**src/rtl/hazard_ctrl_pkg.sv**
```systemverilog
// Shared core definitions for the hazard controller: sequencer states,
// fixed stall lengths and divider op constants.
package hazard_ctrl_pkg;

    typedef enum logic [1:0] {
        IDLE      = 2'd0,
        MEM_WAIT  = 2'd1,
        CTRL_WAIT = 2'd2,
        DIV_WAIT  = 2'd3
    } hz_state_t;

    localparam logic [1:0] CTRL_STALL_CYCLES = 2'd3;
    localparam logic [1:0] MEM_STALL_CYCLES  = 2'd1;

    localparam logic [1:0] DIV_NOP  = 2'd0;
    localparam logic [1:0] DIV_DIV  = 2'd1;
    localparam logic [1:0] DIV_REM  = 2'd2;

    // Fixed service order: memory wait first, then control, then divider.
    function automatic hz_state_t pick_wait(input logic mem_busy,
                                            input logic ctrl_busy,
                                            input logic div_busy);
        if (mem_busy)       return MEM_WAIT;
        else if (ctrl_busy) return CTRL_WAIT;
        else if (div_busy)  return DIV_WAIT;
        else                return IDLE;
    endfunction

endpackage

```
**src/rtl/hazard_scoreboard.sv**
```systemverilog
// Pending-destination scoreboard: marks registers with an outstanding
// load/div result and flags decode operands that read them.
module hazard_scoreboard
    import hazard_ctrl_pkg::*;
(
    input  logic       clk,
    input  logic       reset,
    input  logic       set_en,
    input  logic [4:0] set_rd,
    input  logic       wb_we,
    input  logic [4:0] wb_rd,
    input  logic [4:0] dec_rs1,
    input  logic [4:0] dec_rs2,
    input  logic       dec_use_rs1,
    input  logic       dec_use_rs2,
    output logic       raw_stall
);

    logic [31:0] pending;
    logic [31:0] pending_next;

    // Clear applied before set so a same-cycle set/clear of one bit leaves it set.
    always_comb begin
        pending_next = pending;
        if (wb_we)
            pending_next[wb_rd] = 1'b0;
        if (set_en && (set_rd != 5'd0))
            pending_next[set_rd] = 1'b1;
        pending_next[0] = 1'b0;
    end

    always_ff @(posedge clk) begin
        if (reset)
            pending <= '0;
        else
            pending <= pending_next;
    end

    assign raw_stall = (dec_use_rs1 & pending[dec_rs1]) |
                       (dec_use_rs2 & pending[dec_rs2]);

endmodule

```
**src/rtl/hazard_ctrl.sv**
```systemverilog
// Hazard controller: inline stall sequencer for load/control/div latency
// plus a pending-register scoreboard for operand (RAW) hazards.
module hazard_ctrl
    import hazard_ctrl_pkg::*;
(
    input  logic       clk,
    input  logic       reset,
    input  logic       run,
    input  logic       issue_valid,
    input  logic       issue_ctrl,
    input  logic       issue_load,
    input  logic       issue_div,
    input  logic [4:0] issue_rd,
    input  logic [4:0] dec_rs1,
    input  logic [4:0] dec_rs2,
    input  logic       dec_use_rs1,
    input  logic       dec_use_rs2,
    input  logic       div_ready,
    input  logic       wb_we,
    input  logic [4:0] wb_rd,
    output logic       seq_stall,
    output logic       raw_stall,
    output logic       stall,
    output logic [1:0] hz_state
);

    hz_state_t  state;
    logic [1:0] mem_cnt;
    logic [1:0] ctrl_cnt;
    logic       div_pend;
    logic       accept;

    // Handshake: issue_valid acts as valid, !stall as ready; an instruction
    // transfers only in a run cycle where both hold.
    assign accept    = run & issue_valid & ~stall;
    assign seq_stall = (state != IDLE);
    assign stall     = seq_stall | raw_stall;
    assign hz_state  = state;

    always_ff @(posedge clk) begin
        if (reset) begin
            state    <= IDLE;
            mem_cnt  <= '0;
            ctrl_cnt <= '0;
            div_pend <= 1'b0;
        end else if (run) begin
            case (state)
                IDLE: begin
                    if (accept) begin
                        mem_cnt  <= issue_load ? MEM_STALL_CYCLES : 2'd0;
                        ctrl_cnt <= issue_ctrl ? CTRL_STALL_CYCLES : 2'd0;
                        div_pend <= issue_div;
                        state    <= pick_wait(issue_load, issue_ctrl, issue_div);
                    end
                end
                MEM_WAIT: begin
                    mem_cnt <= mem_cnt - 2'd1;
                    if (mem_cnt == 2'd1)
                        state <= pick_wait(1'b0, ctrl_cnt != 2'd0, div_pend);
                end
                CTRL_WAIT: begin
                    ctrl_cnt <= ctrl_cnt - 2'd1;
                    if (ctrl_cnt == 2'd1)
                        state <= pick_wait(1'b0, 1'b0, div_pend);
                end
                DIV_WAIT: begin
                    if (div_ready) begin
                        div_pend <= 1'b0;
                        state    <= IDLE;
                    end
                end
                default: state <= IDLE;
            endcase
        end
    end

    hazard_scoreboard u_scoreboard (
        .clk         (clk),
        .reset       (reset),
        .set_en      (accept & (issue_load | issue_div)),
        .set_rd      (issue_rd),
        .wb_we       (wb_we),
        .wb_rd       (wb_rd),
        .dec_rs1     (dec_rs1),
        .dec_rs2     (dec_rs2),
        .dec_use_rs1 (dec_use_rs1),
        .dec_use_rs2 (dec_use_rs2),
        .raw_stall   (raw_stall)
    );

endmodule

```
**config.mk**
```make
export PLATFORM = sky130hd
export DESIGN_NAME = hazard_ctrl
export DESIGN_NICKNAME = d
export VERILOG_FILES = /design/src/rtl/hazard_ctrl_pkg.sv /design/src/rtl/hazard_scoreboard.sv /design/src/rtl/hazard_ctrl.sv
export SDC_FILE = /design/constraint.sdc
export NUM_CORES = 1
export LEC_CHECK = 0
export BUFFER_PORTS_ARGS = -buffer_cell sky130_fd_sc_hd__clkbuf_2
export CORE_MARGIN = 2
export CORE_UTILIZATION = 51
export DETAILED_ROUTE_END_ITERATION = 10
export PLACE_DENSITY_LB_ADDON = 0.1
export SYNTH_ARGS = -nofsm -noshare
export SYNTH_HDL_FRONTEND = slang
export SYNTH_SLANG_ARGS = --single-unit
```
**constraint.sdc**
```tcl
create_clock -name clk -period 3.5 [get_ports clk]
set_input_delay 0.7 -clock clk [delete_from_list [all_inputs] [get_ports clk]]
set_output_delay 0.7 -clock clk [all_outputs]
set_load 0.05 [all_outputs]
```
==> metrics.md <==
| Metric | Value |
|---|---|
| P_sw | 0.000255 W |
| Setup repair bufs after CTS | 0 |
| Cells along the critical path | clkbuf_2 -> mux4_2 -> mux2_2 -> o221ai_2 -> o22a_2 -> inv_2 -> clkbuf_2 |
| Seq cells post-synth | 38 |
| CORE AREA | 4660 µm² |
| Slowest CP cell | mux4_2 |
| ANT nets after route | 0 |
| Share of layout cells above drive strength 1 | 22.7% |
| Syn Area/Cell | 9.15 µm² |
| Hold Vio Cnt, Final | 0 |
| Unrepaired setup endpoints after global routing | false |
| Routed wire per std cell | 19.0 µm |
| Cell variety after synth | 48 |
| Commonest register cell after synthesis | dfxtp_1 |
| Post-Syn Nets | 299 |
| Wirelength, routed | 6640 µm |
| Largest net degree at the start of global routing | 33 |
| Layout area overhead | 10.5% |
| Crit. End Element | output pin |
| Root Buffer | clkbuf_8 |
| CTS tree | done |
| CTS resizes | 0 |
| Nets | 328 |
| Hold/Removal Path Class | reg -> reg |
| PortBufs | 35 |
| Most frequent cells in the layout | dfxtp_1 (38), clkbuf_2 (35), nand2_1 (33), o31ai_1 (33), nand3_1 (21) |
| # rows | 25 |
| Skew final | 0.00299 ns |
| Number of H-tree levels | 2 |
| Buffer depth of the longest clock path | 2 |
| Die width | 73.0 µm |
| Clock Power Share | 34.0% |
| Synth Warn # | 0 |
| Initial antenna violation count | 0 |
| Mapped Cells | 265 |
| Final worst-path cycle share | 92.4% |
| Max VDD drop | 0.177 mV |
| Initial core utilization | 52.0% |
| Cts hold-fix bufs | 0 |
| Setup WS pre-CTS | 0.259 ns |
| PwrDens | 337 nW/µm² |
| Clock sink total | 38 |
| Final worst slack | 0.267 ns |
| Gate power share | 16.8% |
| Final min period | 3.23 ns |
| Crit Path Max Fanout | 10 |
| P_leak | 0.952 nW |
| Via Count | 2269 |
| Gpl congestion | 0.899 |
| GRT Util Overall | 27.1% |
| Diodes inserted | 0 |
| Final setup vio count | 0 |
| Crit path largest cell delay | 0.55 ns |
| Die area | 5320 µm² |
| Final Core Density | 57.5% |
| First-pass GRT wire length | 10900 µm |
| Setup TNS | 0 ns |
| Sequential fraction of design power | 49.2% |
| Num ports | 36 |
| Fmax | 309 MHz |
| Later-pin clock latency in the skew report | 0.29 ns |
| Area of the mapped netlist | 2420 µm² |
| Switch share | 28.2% |
| Slew margin rel. | 51.9% |
| CTS Buf Count | 5 |
| Ys async rst share | 0% |
| Vias in the first global route | 2074 |
| Status | finished, final reports clean |
| Critical Path RT | 2.80 ns |
| Int Power | 0.000648 W |
| Slew of the pin with the lowest slew margin | 0.712 ns |
| Startpoint Class | input port |
| Die H | 73.0 µm |
| Max Slew Vio Count | 0 |
| Maxcap violations | 0 |
| DRT iter0 DRCs | 171 |
| Kind of critical path | in -> out |
| Commonest non-fill, non-tap cell in the layout | dfxtp_1 |
| First-pass DRT Iterations | 5 |
| Post-synth EDFFs | 0 |
| Most numerous cell on the critical path | clkbuf_2 |
| DRC | 0 |
| Via-per-instance ratio | 6.50 |
| Gr ovfl total | 0 |
| Post-DP HPWL | 5020 µm |
| Worst Path Arrival | 2.53 ns |
| Seq/Total Area, Yosys | 31.4% |
| Clk pin slew, worst setup/hold paths | 0.07 ns |
## Yosys cell counts, types with 2 or more instances
cell type / n / area [µm²]
nand3b_1: 7 / 52.6
nand2_1: 33 / 124
a41o_1: 3 / 30.0
nand3_1: 21 / 105
nor2b_1: 5 / 31.3
a21oi_1: 4 / 20.0
ha_1: 3 / 37.5
clkbuf_1: 8 / 30.0
o31ai_1: 33 / 248
nor3_1: 3 / 15.0
inv_1: 10 / 37.5
mux2i_1: 7 / 70.1
buf_4: 2 / 15.0
mux4_2: 14 / 315
mux2_2: 2 / 22.5
o211ai_1: 16 / 120
a221oi_1: 4 / 35.0
or2_2: 2 / 12.5
o21a_1: 2 / 15.0
nor3b_1: 5 / 37.5
o21ai_0: 3 / 15.0
nor2_1: 11 / 41.3
buf_6: 4 / 45.0
and2_1: 2 / 12.5
dfxtp_1: 38 / 761
## layout make-up
type	instances	area (µm²)
fill	432	1980
multi-input combinational	200	1530
sequential	38	761
timing repair buffer	37	190
clock buffer	7	86.3
tap	54	67.6
inverter	12	45.0
clock inverter	1	5.00
## power groups by stage
stage	clock network (W)	logic (W)	registers (W)
2_1_floorplan	0	0.000102	0.000453
3_3_place_gp	0	0.000149	0.000454
3_5_place_dp	0	0.000150	0.000454
4_1_cts	0.000312	0.000151	0.000444
5_1_grt	0.000329	0.000167	0.000444
6_report	0.000307	0.000152	0.000444
## final timing paths
| kind | from | to | slack [ns] | cells after the start |
|---|---|---|---|---|
| worst max-delay path | dec_rs2[1] | raw_stall | 0.27 | 7 |
| worst min-delay path | mem_cnt[1] | mem_cnt[1] | 0.50 | 1 |
| worst max register to register | u_scoreboard.pending[31] | u_scoreboard.pending[25] | 0.96 | 8 |
| worst min register to register | mem_cnt[1] | mem_cnt[1] | 0.50 | 1 |
## cells by family (layout without fill, tap and decap cells)
group           count (synthesis)  count (layout)  share of synthesized area, %
simple gates                   97              97                          20.1
compound gates                 77              77                          24.5
flops                          38              38                          31.4
buf+inv                        27              57                          5.73
mux                            23              23                          16.8
fa+ha+maj                       3               3                          1.55
## per-stage QoR
stage | total power (W) | hold WS [ns] | cells | area (µm²)
2_1_floorplan | 0.000554 | 0.441 | 265 | 2420
3_3_place_gp | 0.000603 | 0.478 | 341 | 2590
3_5_place_dp | 0.000604 | 0.488 | 341 | 2590
4_1_cts | 0.000907 | 0.500 | 349 | 2680
5_1_grt | 0.000941 | 0.524 | 349 | 2680
6_report | 0.000903 | 0.500 | 349 | 2680
## routing by layer
layer	GRT usage [%]	share of wire (%)	vias up
li1	-	-	1094
met1	42.7	50	1081
met2	37.2	42	83
met3	5.11	6.8	11
met4	8.02	1.6	0
met5	0	0	-
## state kept, by name (all words and copies together) (netlist names)
register and flops:
mem_cnt 2, div_pend 1, ctrl_cnt 2, hz_state 2, u_scoreboard.pending 31
## worst max-delay path, delay by kind of cell
kind	cells	cell delay, ns
buffers and inverters	3	0.59
AO/OA/AOI/OAI	2	0.40
multiplexers	2	0.84
No activity file was read; power rests on OpenSTA's default activity.
